[src/rtl/cnt_sched.sv]
// cnt_sched: two-requester round-robin scheduler driving a shared counter.
//
// A requester holds its req bit high and, once granted, owns the counter.
// The counter runs from 0 up to the length that requester supplied at grant
// time. Completion gives a single done pulse. If the owner drops its request
// early, the operation is abandoned without a done pulse.
//
// Ports:
//   clk   - clock, rising edge active
//   rst   - asynchronous reset, active low
//   req   - per-requester request bits
//   len0  - terminal count for requester 0, latched at grant
//   len1  - terminal count for requester 1, latched at grant
//   en    - count enable; low pauses the count while running
//   gnt   - one-hot grant, high for the owner's whole RUN phase
//   cnt   - shared counter value
//   busy  - high while an operation is running or completing
//   done  - one-cycle completion pulse for the owner
module cnt_sched #(
  parameter int WIDTH = 4
) (
  input  logic             clk,
  input  logic             rst,
  input  logic [1:0]       req,
  input  logic [WIDTH-1:0] len0,
  input  logic [WIDTH-1:0] len1,
  input  logic             en,
  output logic [1:0]       gnt,
  output logic [WIDTH-1:0] cnt,
  output logic             busy,
  output logic [1:0]       done
);

  typedef enum logic [1:0] {
    IDLE = 2'd0,
    RUN  = 2'd1,
    DONE = 2'd2
  } stateType;

  stateType         state;
  stateType         stateNext;
  logic             ptr;
  logic             ptrNext;
  logic             owner;
  logic             ownerNext;
  logic [WIDTH-1:0] limit;
  logic [WIDTH-1:0] limitNext;
  logic [WIDTH-1:0] cntNext;
  logic [1:0]       gntNext;
  logic [1:0]       doneNext;
  logic             winner;

  // With a single requester, that requester wins.
  // With both requesting, the round-robin pointer decides.
  assign winner = (req == 2'b11) ? ptr : req[1];

  // Busy covers both the counting phase and the completion cycle.
  assign busy = (state != IDLE);

  // Next-state and next-output logic.
  // Every register defaults to holding its value, except done, which is
  // a pulse and therefore defaults to zero.
  always_comb begin
    stateNext = state;
    ptrNext   = ptr;
    ownerNext = owner;
    limitNext = limit;
    cntNext   = cnt;
    gntNext   = gnt;
    doneNext  = 2'b00;
    case (state)
      IDLE: begin
        gntNext = 2'b00;
        if (req != 2'b00) begin
          ownerNext = winner;
          limitNext = winner ? len1 : len0;
          cntNext   = '0;
          gntNext   = winner ? 2'b10 : 2'b01;
          stateNext = RUN;
        end
      end
      RUN: begin
        // Abort wins over counting: the owner withdrew its request.
        if (!req[owner]) begin
          stateNext = IDLE;
          gntNext   = 2'b00;
          ptrNext   = ~owner;
        end else if (en) begin
          if (cnt == limit) begin
            stateNext       = DONE;
            gntNext         = 2'b00;
            doneNext[owner] = 1'b1;
            ptrNext         = ~owner;
          end else begin
            cntNext = cnt + 1'b1;
          end
        end
      end
      DONE: begin
        stateNext = IDLE;
      end
      default: begin
        stateNext = IDLE;
        gntNext   = 2'b00;
      end
    endcase
  end

  // State and output registers.
  // Reset is asynchronous and active low, and it clears the scheduler
  // back to an idle state.
  always_ff @(posedge clk or negedge rst) begin
    if (!rst) begin
      state <= IDLE;
      ptr   <= 1'b0;
      owner <= 1'b0;
      limit <= '0;
      cnt   <= '0;
      gnt   <= 2'b00;
      done  <= 2'b00;
    end else begin
      state <= stateNext;
      ptr   <= ptrNext;
      owner <= ownerNext;
      limit <= limitNext;
      cnt   <= cntNext;
      gnt   <= gntNext;
      done  <= doneNext;
    end
  end

endmodule

[config.mk]
export PLATFORM = sky130hd
export DESIGN_NAME = cnt_sched
export DESIGN_NICKNAME = d
export VERILOG_FILES = /design/src/rtl/cnt_sched.sv
export SDC_FILE = /design/constraint.sdc
export NUM_CORES = 1
export LEC_CHECK = 0
export BUFFER_PORTS_ARGS = -buffer_cell sky130_fd_sc_hd__buf_4
export CELL_PAD_IN_SITES_DETAIL_PLACEMENT = 1
export CELL_PAD_IN_SITES_GLOBAL_PLACEMENT = 1
export CORE_ASPECT_RATIO = 1.1
export CORE_MARGIN = 8
export CORE_UTILIZATION = 30
export DETAILED_ROUTE_END_ITERATION = 8
export PLACE_DENSITY_LB_ADDON = 0.1
export SYNTH_ARGS = -nofsm -noshare
export SYNTH_HDL_FRONTEND = slang
export SYNTH_SLANG_ARGS = --single-unit
export TNS_END_PERCENT = 1
[constraint.sdc]
create_clock -name clk -period 1.6 [get_ports clk]
set_clock_uncertainty 0.05 [all_clocks]
set_input_delay 0.16 -clock clk [delete_from_list [all_inputs] [get_ports clk]]
set_output_delay 0.16 -clock clk [all_outputs]
set_load 0.03 [all_outputs]
==> impl_metrics.py, run 1 <==
metrics = {
    "run_status": {
        "status": "complete, but fails checks",
        "violations": "negative setup slack",
    },
    "timing": {
        "finalSetupViolCount": 6,
        "rsz0062_at_grt": "true",
        "worst_slew_pin_slew_ps": 405,
        "clock.fmax_mhz": 605,
        "fin_tns_setup_ps": -176,
        "hold_violations": 0,
        "layout_min_cycle_time_ps": 1650,
        "slew_headroom_pct": 72.9,
        "setup_slack_ps": -54.1,
        "slew_viol_final": 0,
        "finalCritPeriodShare_pct": 103,
    },
    "yosys": {
        "ys_seq_area_share_pct": 46.6,
        "synth_edf_count": 0,
        "synthArstFlopShare_pct": 100,
        "synth_area_um2": 858,
        "synth-seq-cells": 16,
        "avgSynthCellArea_um2": 10.5,
        "yosys_warnings": 0,
        "synthFlopType": "dfrtp_1",
        "ys_types": 32,
        "syn_nets": 96,
        "synth_cells": 82,
    },
    "global_routing": {
        "track_usage_pct": 10.7,
        "use_met3_pct": 3.08,
        "grt_util_met1_pct": 13.3,
        "grt_max_degree": 17,
        "grt_pass1_wl_um": 4110,
        "grt-ovfl-total": 0,
        "grt_use_met2_pct": 17.7,
        "grt_pass1_vias": 864,
        "antenna_found_initial": 0,
        "top_usage_layer": "met2",
    },
    "placement": {
        "pre_cts_ws_ps": -152,
        "hpwl_um": 1810,
        "gp_congestion": 0.699,
        "dp_cells": 148,
        "numPortBuffers": 21,
    },
    "floorplanning": {
        "die-area_um2": 4830,
        "num_rows": 20,
        "start_util_pct": 31.2,
        "pin_count": 22,
        "core_area_um2": 2750,
        "die_y_um": 72.1,
        "die_w_um": 67,
    },
    "setup_path": {
        "crit_chain": "xor2_2 -> nor4_4 -> buf_4 -> nand4b_1 -> and3_1 -> a211o_1",
        "criticalPathCategory": "flip-flop to flip-flop",
        "worstSetupEndpointType": "flip-flop",
        "cpMaxStageDelayCell": "dfrtp_2",
        "path_delay_family": "simple AND/OR/NAND/NOR gates",
        "critPathLaunchType": "flip-flop",
        "critical-path-max-stage-delay_ps": 430,
        "required_ps": 1730,
        "cp.arrival_ps": 1780,
        "crit_fanout": 3,
        "cp_num_buf_inv": 1,
    },
    "finish": {
        "fin_cells": 156,
        "drive_gt1_share_pct": 48.0,
        "area_growth_pct": 48.8,
        "final_common_cell": "buf_4",
        "final_cell_mix": "buf_4 (38), dfrtp_1 (13), nor2_1 (9), a21oi_1 (8), nand2_1 (5)",
        "antenna_cells": 0,
        "fillers": 328,
        "nets": 138,
    },
    "clocking": {
        "cts_buffer_depth": 2,
        "cts.clk_slew.worst_paths_ps": 100,
        "cts_num_sinks": 16,
        "cts_tree": "built",
        "cts_root_buf": "clkbuf_4",
        "clock_latency_ps": 290,
        "cts_max_level": 1,
        "cts_buffers": 3,
    },
    "routing": {
        "drt_drc_violations_left": 0,
        "first_iter_violations": 19,
        "totalWireLength_um": 2400,
        "via_per_inst": 4.94,
        "firstDrtPassIters": 3,
        "ant_nets": 0,
        "avgRoutedWirePerCell_um": 15.4,
        "via_count": 770,
    },
    "power_and_ir_drop": {
        "p_leak_uw": 0.000603,
        "powerDensity_nw_per_um2": 1720,
        "ir_worst_vdd_uv": 900,
    },
    "hold_path": {
        "hp-class": "input pin to flip-flop",
    },
    "job": {
        "cap_violations": 0,
    },
}
[worst reg2reg max path: stages, from the launching register on]
cell	delay, ps
dfrtp_2	430
xor2_2	210
nor4_4	70
buf_4	140
nand4b_1	200
and3_1	200
a211o_1	250
[per-stage QoR]
| step | power (uW) | util, % | cell area, um2 | hold WS (ps) |
|---|---|---|---|---|
| 2_1_floorplan | 1370 | - | 870 | -186 |
| 3_3_place_gp | 1790 | 42.1 | 1160 | -11.8 |
| 3_5_place_dp | 1830 | 42.1 | 1160 | -10.2 |
| 4_1_cts | 2210 | 46.1 | 1270 | 94.6 |
| 5_1_grt | 2370 | 46.4 | 1280 | 91.9 |
| 6_report | 2200 | 46.4 | 1280 | 103 |
[synthesized netlist by cell type (all sizes together) (2+ instances only)]
cell	number	area, um2
nand2	6	22.5
nand3	3	15.0
nor2	10	53.8
xor2	4	35.0
or2	2	12.5
inv	2	7.51
dfrtp	16	400
and3	2	12.5
a211oi	2	15.0
o2bb2ai	2	17.5
o21ai	4	20.0
mux2i	4	40.0
a21oi	9	45.0
[power by group]
part	leakage (uW)	switching, uW	internal (uW)	total [uW]
logic	0.000388	660	573	1230
clock network	0.0000210	138	138	276
registers	0.000194	137	553	690
total	0.000603	935	1260	2200
[flip-flops by register name, indices dropped and copies added, names as in the netlist]
| signal | flops |
|---|---|
| done | 2 |
| state | 2 |
| cnt | 4 |
| limit | 4 |
| gnt | 2 |
| ptr | 1 |
| owner | 1 |
[layout make-up]
type	count	area (um2)	area share [%]
clock buffer	4	36.3	2.84
inverter	2	7.51	0.588
multi-input combinational	62	493	38.6
sequential	16	404	31.6
tap	33	41.3	3.23
timing repair buffer	39	295	23.1
[timing repair]
item                                    4_1_cts  5_1_grt
pin swaps                                     5        2
endpoints found under the setup margin        7        9
buffers inserted                              3        0
hold endpoints to repair                     16        0
resized for setup                             7        2
hold buffers                                  1        0
[layer usage]
layer | vias up | wire length (um)
met5 | - | 0
met4 | 0 | 15
met3 | 2 | 114
met2 | 13 | 1170
met1 | 383 | 1090
li1 | 372 | -
[path summary, 6_finish.rpt]
path                             start       to  slack [ps]  cells past startpoint
min in group asynchronous          rst  done[0]         210                      2
worst min register to register  gnt[1]   gnt[1]         480                      1
max in group asynchronous          rst   cnt[2]        1090                      2
worst max register to register  cnt[2]   cnt[3]         -50                      6
worst max-delay path            cnt[2]   cnt[3]         -50                      6
worst min-delay path            req[1]  done[1]         100                      3
[kinds of logic (layout without fill, tap and decap cells)]
family          after synthesis  after routing  synth area share [%]
xor+xnor                      4              4                  4.08
mux                           5              5                  5.98
buf+inv                       4             45                  2.62
simple gates                 30             30                  21.4
fa+ha+maj                     1              1                  1.46
compound gates               22             22                  17.8
flops                        16             16                  46.6
No activity file was read; power rests on OpenSTA's default activity.
==> run 2, diff against run 1 <==
--- a/config.mk
+++ b/config.mk
@@ -13,6 +13,7 @@
 export CORE_UTILIZATION = 30
 export DETAILED_ROUTE_END_ITERATION = 8
 export PLACE_DENSITY_LB_ADDON = 0.1
+export RECOVER_POWER = 50
 export SYNTH_ARGS = -nofsm -noshare
 export SYNTH_HDL_FRONTEND = slang
 export SYNTH_SLANG_ARGS = --single-unit
==> run 2 against run 1 <==
  * The flow still finishes with violations (negative setup slack)
  * Clock power barely moved
  * Clock-buffer cell count stayed put
  * Hold slack is the same
  * Fmax unchanged
  * Total power barely moved
  * Via count did not move
  * Sequential share of layout area increased by 0.093 points
  * Register-to-register slack barely moved
  * Final cell count stayed put
  * Critical endpoint unchanged
  * Largest cell class unchanged
==> impl_metrics.py, run 2 (synthesis gave the netlist of run 1 again) <==
metrics = {
    "setup_path": {
        "timing.rr.end": "cnt[3]",
        "crit_fanout": 3,
        "criticalPathCategory": "flip-flop to flip-flop",
        "rrSetupSlack_ps": -50,
        "worstSetupEndpointType": "flip-flop",
        "ff2ff_path_depth": 6,
        "r2r-start": "cnt[2]",
        "critPathLaunchType": "flip-flop",
        "critPathCapture": "cnt[3]",
        "cp.arrival_ps": 1780,
        "cp-startpoint": "cnt[2]",
        "required_ps": 1730,
    },
    "routing": {
        "ant_nets": 0,
        "first_iter_violations": 19,
        "wl_met3_um": 114,
        "firstDrtPassIters": 3,
        "via_per_inst": 4.94,
        "totalWireLength_um": 2390,
        "avgRoutedWirePerCell_um": 15.3,
        "via_count": 770,
        "drt_drc_violations_left": 0,
        "drt-met1-wl_um": 1090,
        "wl_met2_um": 1170,
        "top_layer": "met4",
    },
    "timing": {
        "finalCritPeriodShare_pct": 103,
        "hold_violations": 0,
        "slew_viol_final": 0,
        "clock.fmax_mhz": 605,
        "worst_slew_pin_slew_ps": 916,
        "rsz0062_at_grt": "true",
        "fin_tns_setup_ps": -176,
        "finalSetupViolCount": 6,
        "slew_headroom_pct": 39.0,
        "layout_min_cycle_time_ps": 1650,
        "setup_slack_ps": -54.1,
    },
    "floorplanning": {
        "die-area_um2": 4830,
        "start_util_pct": 31.2,
        "core_area_um2": 2750,
        "num_rows": 20,
        "pin_count": 22,
        "die_y_um": 72.1,
        "die_w_um": 67,
    },
    "global_routing": {
        "antenna_found_initial": 0,
        "track_usage_pct": 10.7,
        "grt_max_degree": 17,
        "grt-ovfl-total": 0,
        "grt_pass1_vias": 864,
        "grt_pass1_wl_um": 4110,
    },
    "placement": {
        "numPortBuffers": 21,
        "hpwl_um": 1810,
        "placed_cell_area_um2": 1160,
        "gp_congestion": 0.699,
    },
    "run_status": {
        "violations": "negative setup slack",
        "status": "complete, but fails checks",
    },
    "power_and_ir_drop": {
        "p_clk_share_pct": 12.6,
        "p_comb_share_pct": 56.0,
        "ir_worst_vdd_uv": 900,
        "power.total_uw": 2200,
        "p_sw_uw": 934,
        "pwr-share-seq_pct": 31.4,
        "intPower_uw": 1260,
        "powerDensity_nw_per_um2": 1730,
        "power.share.switching_pct": 42.5,
        "p_leak_uw": 0.000600,
    },
    "finish": {
        "nets": 138,
        "top_regs": "cnt: 4 flops, limit: 4 flops",
        "area_growth_pct": 48.4,
        "drive_gt1_share_pct": 47.2,
        "final_cell_mix": "buf_4 (37), dfrtp_1 (13), nor2_1 (9), a21oi_1 (8), nand2_1 (5)",
        "antenna_cells": 0,
        "final_common_cell": "buf_4",
        "finish.instance_area_um2": 1270,
        "fillers": 329,
    },
    "hold_path": {
        "hp-class": "input pin to flip-flop",
        "min_path_cells": 3,
    },
    "clocking": {
        "cts_tree": "built",
        "cts_max_level": 1,
        "cts_root_buf": "clkbuf_4",
        "cts.clk_slew.worst_paths_ps": 100,
        "clock_latency_ps": 290,
        "cts_buffer_depth": 2,
        "cts_buffers": 3,
        "cts_num_sinks": 16,
    },
    "job": {
        "cap_violations": 0,
    },
}
-- run 2: cell types whose count changed in the layout (fill, tap and decap cells not counted), sizes merged --
cell	before	now
buf	38	37
clkbuf	4	5
-- run 2: power by group through the flow --
| stage | sequential, uW | clock [uW] | combinational (uW) |
|---|---|---|---|
| 5_1_grt | 709 | 307 | 1350 |
| 3_5_place_dp | 682 | 0 | 1150 |
| 4_1_cts | 693 | 287 | 1230 |
| 2_1_floorplan | 785 | 0 | 588 |
| 6_report | 690 | 276 | 1230 |
| 3_3_place_gp | 677 | 0 | 1110 |
-- run 2: routing by layer --
metal  global-route usage, %  up-vias
li1                        -      372
met1                    13.3      383
met2                    17.7       13
met3                    3.08        2
met4                    2.79        0
met5                       0        -
-- run 2: worst min-delay path by stage --
stage | start | to | slack [ps]
detailed placement | rst | done[0] | -10
global placement | rst | done[1] | -10
floorplan | rst | cnt[0] | -190
CTS | req[1] | done[1] | 90
finish | req[1] | done[1] | 100
global route | req[1] | done[1] | 90
-- run 2: what timing repair did --
item	4_1_cts	5_1_grt
buffers inserted	3	0
hold endpoints to repair	16	0
gates resized for setup	7	2
hold buffers	1	0
pin swaps	5	2
endpoints found under the setup margin	7	9
cloned	0	0
-- run 2: cell type report --
cell class	count	area (um2)	area share (%)
multi-input cells	62	493	38.7
repair buffers	39	292	22.9
clock buffers	4	36.3	2.85
inverters	2	7.51	0.589
well taps	33	41.3	3.24
flip-flops and latches	16	404	31.7
-- run 2: stage by stage --
stage                     std cells  util, %  setup WS [ps]  hold slack (ps)
after CTS                       156     46.1          -82.6             94.6
after detailed placement        148     42.1           -152            -10.2
after floorplan                  82        -           -100             -186
final                           156     46.3          -54.1              103
after global routing            156     46.3           -142             91.9
after global placement          148     42.1          -74.8            -11.8
-- run 2: worst max-delay path, cell delays in order (launching register included) --
cell      delay (ps)
dfrtp_2          430
xor2_2           210
nor4_4            70
buf_4            140
nand4b_1         200
and3_1           200
a211o_1          250
